[src/rtl/alu_pkg.sv]
// Shared definitions for the ALU execution unit and the main decoder:
// operation codes, instruction opcode constants and sequencer state encoding.
package alu_pkg;

    typedef enum logic [3:0] {
        AluAnd     = 4'b0000,
        AluOrr     = 4'b0001,
        AluAdd     = 4'b0010,
        AluMul     = 4'b0011,
        AluSub     = 4'b0110,
        AluPassB   = 4'b0111,
        AluLsl     = 4'b1000,
        AluLsr     = 4'b1001,
        AluIllegal = 4'b1111
    } alu_op_e;

    localparam logic [10:0] OpcAdd = 11'b10001011000;
    localparam logic [10:0] OpcSub = 11'b11001011000;
    localparam logic [10:0] OpcAnd = 11'b10001010000;
    localparam logic [10:0] OpcOrr = 11'b10101010000;
    localparam logic [10:0] OpcMul = 11'b10011011000;
    localparam logic [10:0] OpcLsl = 11'b11010011011;
    localparam logic [10:0] OpcLsr = 11'b11010011010;

    typedef enum logic [1:0] {
        StIdle = 2'b00,
        StMul  = 2'b01,
        StHold = 2'b10
    } alu_state_e;

endpackage

[src/rtl/alu_op_decode.sv]
// Combinational ALU control decode: {ALUOp1, ALUOp0} plus instruction[31:21]
// into a 4-bit operation code and an illegal-opcode flag.
module alu_op_decode
    import alu_pkg::*;
(
    input  logic [1:0]  alu_op_i,
    input  logic [10:0] opcode_i,
    output alu_op_e     op_code_o,
    output logic        illegal_o
);

    always_comb begin
        op_code_o = AluIllegal;
        illegal_o = 1'b0;
        if (alu_op_i == 2'b00) begin
            op_code_o = AluAdd;
        end else if (alu_op_i[0]) begin
            // Covers both 01 and 11.
            op_code_o = AluPassB;
        end else begin
            case (opcode_i)
                OpcAdd:  op_code_o = AluAdd;
                OpcSub:  op_code_o = AluSub;
                OpcAnd:  op_code_o = AluAnd;
                OpcOrr:  op_code_o = AluOrr;
                OpcMul:  op_code_o = AluMul;
                OpcLsl:  op_code_o = AluLsl;
                OpcLsr:  op_code_o = AluLsr;
                default: begin
                    op_code_o = AluIllegal;
                    illegal_o = 1'b1;
                end
            endcase
        end
    end

endmodule

[src/rtl/alu_exec_unit.sv]
// ALU execution unit: valid/ready handshaked single-cycle ops plus an
// iterative shift-add multiplier retiring MUL_BITS multiplier bits per cycle.
module alu_exec_unit
    import alu_pkg::*;
#(
    parameter int unsigned WIDTH    = 64,
    parameter int unsigned MUL_BITS = 1
) (
    input  logic             clk,
    input  logic             rst_n,
    input  logic             in_valid,
    output logic             in_ready,
    input  logic [1:0]       alu_op,
    input  logic [10:0]      opcode,
    input  logic [WIDTH-1:0] op_a,
    input  logic [WIDTH-1:0] op_b,
    output logic             out_valid,
    input  logic             out_ready,
    output logic [WIDTH-1:0] result,
    output logic             zero,
    output logic [3:0]       op_code,
    output logic             illegal
);

    localparam int unsigned Steps = WIDTH / MUL_BITS;
    localparam int unsigned CntW  = (Steps > 1) ? $clog2(Steps) : 1;
    localparam logic [CntW-1:0] LastCnt = CntW'(Steps - 1);

    alu_state_e       state_q, state_d;
    logic [WIDTH-1:0] result_q, result_d;
    logic [WIDTH-1:0] mcand_q, mcand_d;
    logic [WIDTH-1:0] mplier_q, mplier_d;
    logic [CntW-1:0]  cnt_q, cnt_d;
    alu_op_e          op_code_q, op_code_d;
    logic             illegal_q, illegal_d;

    alu_op_e          dec_op;
    logic             dec_illegal;
    logic             accept;
    logic             mul_done;
    logic [WIDTH-1:0] single_res;
    logic [WIDTH-1:0] partial;
    logic [WIDTH-1:0] mshift;
    logic [5:0]       shamt;
    logic             shift_oob;

    alu_op_decode u_decode (
        .alu_op_i  (alu_op),
        .opcode_i  (opcode),
        .op_code_o (dec_op),
        .illegal_o (dec_illegal)
    );

    assign accept   = in_valid & in_ready;
    assign mul_done = (state_q == StMul) && (cnt_q == LastCnt);

    // State register
    always_ff @(posedge clk or negedge rst_n) begin
        if (!rst_n) begin
            state_q <= StIdle;
        end else begin
            state_q <= state_d;
        end
    end

    // Next-state logic
    always_comb begin
        state_d = state_q;
        unique case (state_q)
            StIdle: begin
                if (accept) begin
                    state_d = (dec_op == AluMul) ? StMul : StHold;
                end
            end
            StMul: begin
                if (mul_done) begin
                    state_d = StHold;
                end
            end
            StHold: begin
                if (accept) begin
                    state_d = (dec_op == AluMul) ? StMul : StHold;
                end else if (out_ready) begin
                    state_d = StIdle;
                end
            end
            default: state_d = StIdle;
        endcase
    end

    // Handshake and result outputs
    always_comb begin
        out_valid = (state_q == StHold);
        // Reset is asynchronous, so gate ready directly with it.
        in_ready  = rst_n & ((state_q == StIdle) | ((state_q == StHold) & out_ready));
        result    = result_q;
        zero      = (result_q == '0);
        op_code   = op_code_q;
        illegal   = illegal_q;
    end

    // Single-cycle operations, computed from the live inputs at acceptance
    always_comb begin
        shamt      = op_b[5:0];
        shift_oob  = (32'(shamt) >= WIDTH);
        single_res = '0;
        case (dec_op)
            AluAdd:   single_res = op_a + op_b;
            AluSub:   single_res = op_a - op_b;
            AluAnd:   single_res = op_a & op_b;
            AluOrr:   single_res = op_a | op_b;
            AluPassB: single_res = op_b;
            AluLsl:   single_res = shift_oob ? '0 : (op_a << shamt);
            AluLsr:   single_res = shift_oob ? '0 : (op_a >> shamt);
            default:  single_res = '0;
        endcase
    end

    // One multiplier digit: sum of the shifted multiplicand copies it selects
    always_comb begin
        partial = '0;
        mshift  = '0;
        for (int unsigned j = 0; j < MUL_BITS; j++) begin
            mshift = mplier_q >> j;
            if (mshift[0]) begin
                partial = partial + (mcand_q << j);
            end
        end
    end

    always_comb begin
        result_d  = result_q;
        mcand_d   = mcand_q;
        mplier_d  = mplier_q;
        cnt_d     = cnt_q;
        op_code_d = op_code_q;
        illegal_d = illegal_q;

        if (state_q == StMul) begin
            result_d = result_q + partial;
            mcand_d  = mcand_q << MUL_BITS;
            mplier_d = mplier_q >> MUL_BITS;
            cnt_d    = mul_done ? '0 : cnt_q + CntW'(1);
        end

        if (accept) begin
            op_code_d = dec_op;
            illegal_d = dec_illegal;
            cnt_d     = '0;
            if (dec_op == AluMul) begin
                result_d = '0;
                mcand_d  = op_a;
                mplier_d = op_b;
            end else begin
                result_d = single_res;
            end
        end
    end

    always_ff @(posedge clk or negedge rst_n) begin
        if (!rst_n) begin
            result_q  <= '0;
            mcand_q   <= '0;
            mplier_q  <= '0;
            cnt_q     <= '0;
            op_code_q <= AluAnd;  // encodes as 4'b0000
            illegal_q <= 1'b0;
        end else begin
            result_q  <= result_d;
            mcand_q   <= mcand_d;
            mplier_q  <= mplier_d;
            cnt_q     <= cnt_d;
            op_code_q <= op_code_d;
            illegal_q <= illegal_d;
        end
    end

endmodule

[config.mk]
export PLATFORM = sky130hd
export DESIGN_NAME = alu_exec_unit
export DESIGN_NICKNAME = d
export VERILOG_FILES = /design/src/rtl/alu_pkg.sv /design/src/rtl/alu_op_decode.sv /design/src/rtl/alu_exec_unit.sv
export SDC_FILE = /design/constraint.sdc
export NUM_CORES = 2
export LEC_CHECK = 0
export CAP_MARGIN = 20
export CORE_AREA = 2 2 271 273
export DETAILED_ROUTE_END_ITERATION = 6
export DIE_AREA = 0 0 273 275
export GPL_TIMING_DRIVEN = 0
export PLACE_DENSITY = 0.66
export REMOVE_ABC_BUFFERS = 1
export SETUP_SLACK_MARGIN = 0.4
export SLEW_MARGIN = 20
export SYNTH_ARGS = -nofsm -noshare
export SYNTH_HDL_FRONTEND = slang
export SYNTH_HIERARCHICAL = 1
export SYNTH_SLANG_ARGS = --single-unit
[constraint.sdc]
create_clock -name clk -period 4.3 [get_ports clk]
set_input_delay 0.86 -clock clk [delete_from_list [all_inputs] [get_ports clk]]
set_output_delay 0.86 -clock clk [all_outputs]
set_load 0.05 [all_outputs]
==> impl_metrics.ini <==
[floorplan]
fp-row-count = 99
design.die.area_um2 = 75100
coreArea_um2 = 72300
start_util_pct = 39.5
pin_count = 217
die_height_um = 275
fp.dieW_um = 273

[timing]
skew_ns = 0.0263
relSlewSlack_pct = 19.7
max_freq_mhz = 184
period_share_pct = 126
worstMarginPinSlew_ns = 1.19
maxSlewViolCount = 0
finalCriticalPeriod_ns = 5.43
setup_slack_ns = -1.13
finalHoldViolCount = 0
setup_viol = 57
rsz0062_at_grt = yes

[clock_network]
clock_path_buffers = 3
cts_root_buffer = clkbuf_16
path_clk_slew_ns = 0.06
cts_inserted_buffers = 28
cts_hold_buf = 0
ctsHtreeMaxLevel = 1
clk_latency_ns = 0.61
cts_tree = built
cts.sinks = 205

[placed_design]
placed_cell_area_um2 = 31800
place_inst = 4831
dp_hpwl_mm = 101
io_buffers = 216
place_congestion = 1.03
pre_cts_slack_ns = -4.45

[global_routing]
overflow = 0
antenna_found_initial = 5
grt_pass1_wl_mm = 206
grt_usage_pct = 36.0
grt_pass1_vias = 31800
grt_max_degree = 102

[setup_path]
cp-end-kind = register
cp_max_fo = 8
cpMostUsedCell = nand2_4
slowest_delay_ns = 0.49
crit_required_ns = 4.80
crit_slowest_cell = or4_4
critPathLaunchType = primary input
cp_top_family = simple AND/OR/NAND/NOR gates
path_buf_inv = 2
path_cells = dlygate4sd2_1 > nor4_4 > and4b_1 > and2_2 > nand2_4 > or4_4 > nor3_4 > nand2_4 > o31ai_1 > xor2_1 > ha_2 > nand2_2 > nor2_4 > and3_4 > a32oi_4 > a311oi_2 > buf_4 > o31ai_4 > xor2_2 > o22ai_1 > a211o_1
worstPathArrival_ns = 5.93
crit_type = in2reg

[cells_and_area]
syn_to_final_growth_pct = 33.1
multi_input_area_um2 = 25500
final_nets = 4371
layout.cells.non_filler = 5078
stdcell_area_um2 = 38000
layout-drive-gt1-share_pct = 23.0
seqCellArea_um2 = 5130
utilization_pct = 52.5
fill_cells = 6763

[power_and_ir_drop]
powerDensity_nw_per_um2 = 524
vdd_drop_max_mv = 0.342
power_leakage_nw = 15.1

[synthesis]
netlist_instances = 3910
ys_ff_latch = 205
yosysSeqAreaShare_pct = 18.0
synth_edf_count = 0
avgSynthCellArea_um2 = 7.30
synth_ff_type = dfrtp_1
yosys.area.top_type = dfrtp_1
synthArstFlopShare_pct = 100
synth_area_um2 = 28600
synth_top_area_share_pct = 18.0
yosysWarnings = 6
yosys.cell_types.count = 89
yosys-top-cells-area = dfrtp_1 18%, nand2_1 8.2%, mux4_2 8.0%

[routing]
wl_per_cell_um = 28.4
drt_pass1_iterations = 7
ant_nets = 0
drt_wl_total_mm = 144
vias = 34400
drtIter0Drc = 5091
vias_per_cell = 6.77
route.detailed.drc = 46

[job]
maxCapViolCount = 0

[outcome]
violations = design-rule violations, negative setup slack
status = finished, violations left

[worst_hold_path]
hp-class = in2async
power by group:
group	internal, mW	switching [mW]	leakage, nW
Sequential	2.88	1.03	2.42
Clock	1.53	1.07	0.472
Combinational	5.20	8.21	12.2
worst reg2reg max path, stage by stage (launching register included):
cell and delay, ns:
dfrtp_2 0.52, buf_12 0.22, and2_1 0.17, ha_1 0.35, a21oi_1 0.26, nand2_1 0.13
a2111oi_0 0.79, a211oi_1 0.25, nor3_1 0.64, o311ai_1 0.27, o22ai_1 0.44, nor4_1 0.10
a41oi_1 0.32, nand4_1 0.15
metal layers:
metal | global-route usage [%] | part of all wire [%] | up-vias
li1 | - | - | 14800
met1 | 46.4 | 37 | 16500
met2 | 55.0 | 43 | 2435
met3 | 8.57 | 12 | 607
met4 | 21.3 | 7.6 | 4
met5 | 0 | 0.020 | -
Yosys cell counts (41+ instances only):
library cell	n
xor2_1	78
and2_1	79
mux2i_1	157
a21o_1	59
mux2_2	48
inv_1	45
ha_1	131
nand2_1	621
a211oi_1	41
clkbuf_1	252
o21ai_0	207
buf_1	46
o211ai_1	63
mux4_2	102
a31oi_1	170
dfrtp_1	205
a21oi_1	316
nor3_1	76
xnor2_1	87
nor2_1	507
o22ai_1	53
nand3_1	58
cell type report:
class,count,area share (%)
antenna,4,0.0263
clock buffer,34,2.04
clock inverter,18,0.590
inverter,47,0.547
multi-input combinational,3349,67.2
sequential,205,13.5
tap,959,3.16
timing repair buffer,461,12.9
timing repair inverter,1,0.0231
cell usage in the layout (no fill, tap or decap), types with 54 or more instances in the layout:
cell type and instances:
o211ai_1 63, clkdlybuf4s50_1 179, xnor2_1 56, dfrtp_1 204
nor3_1 60, buf_6 56, nor2_1 469, ha_1 80
xor2_1 54, a31oi_1 148, and2_1 76, mux4_2 102
mux2i_1 154, buf_4 147, a21oi_1 249, a21o_1 58
nand2_1 591, o21ai_0 161
worst paths after layout:
kind | slack, ns | end | cells after the start | from
setup / recovery | -1.13 | result[59] | 21 | op_b[6]
hold / removal | 0.19 | cnt_q[4] | 1 | rst_n
setup reg to reg | -0.43 | result[57] | 13 | mplier_q[0]
hold reg to reg | 0.48 | op_code[3] | 2 | op_code[3]
max in group asynchronous | 2.90 | mplier_q[0] | 3 | rst_n
min in group clk | 0.48 | op_code[3] | 2 | op_code[3]
sequential cells by signal, summed over array words and instances, names as in the netlist:
name	cells
cnt_q	6
illegal	1
mcand_q	64
mplier_q	64
op_code	4
result	64
state_q	2
logic make-up (layout without fill, tap and decap cells):
| group | after synthesis | after routing | share of synthesized area (%) |
|---|---|---|---|
| xor gates and xnor gates | 165 | 165 | 5.06 |
| other | 0 | 4 | 0 |
| AOI/OAI and AO/OA | 1187 | 1188 | 26.7 |
| DFF | 205 | 205 | 18.0 |
| muxes | 307 | 307 | 15.4 |
| and+or+nand+nor | 1554 | 1555 | 24.1 |
| adders and majority gates | 134 | 134 | 5.92 |
| buffers and inverters | 358 | 561 | 4.80 |
timing repair:
action | 4_1_cts | 5_1_grt
setup buffers | 111 | 71
endpoints found under the hold margin | 0 | 0
setup endpoints to repair | 135 | 107
pin swaps | 183 | 168
gates cloned | 8 | 1
gates resized for setup | 546 | 249
through the flow:
stage                TNS, ns  hold WS [ns]  power (mW)
CTS                   -40.11         0.234        19.1
global route          -50.34         0.253        21.0
floorplan            -838.67         0.469        11.9
finish                -47.13         0.189        19.9
detailed placement   -253.28         0.467        15.7
global placement    -4411.98         0.457        15.8
(Power assumes the default switching activity.)
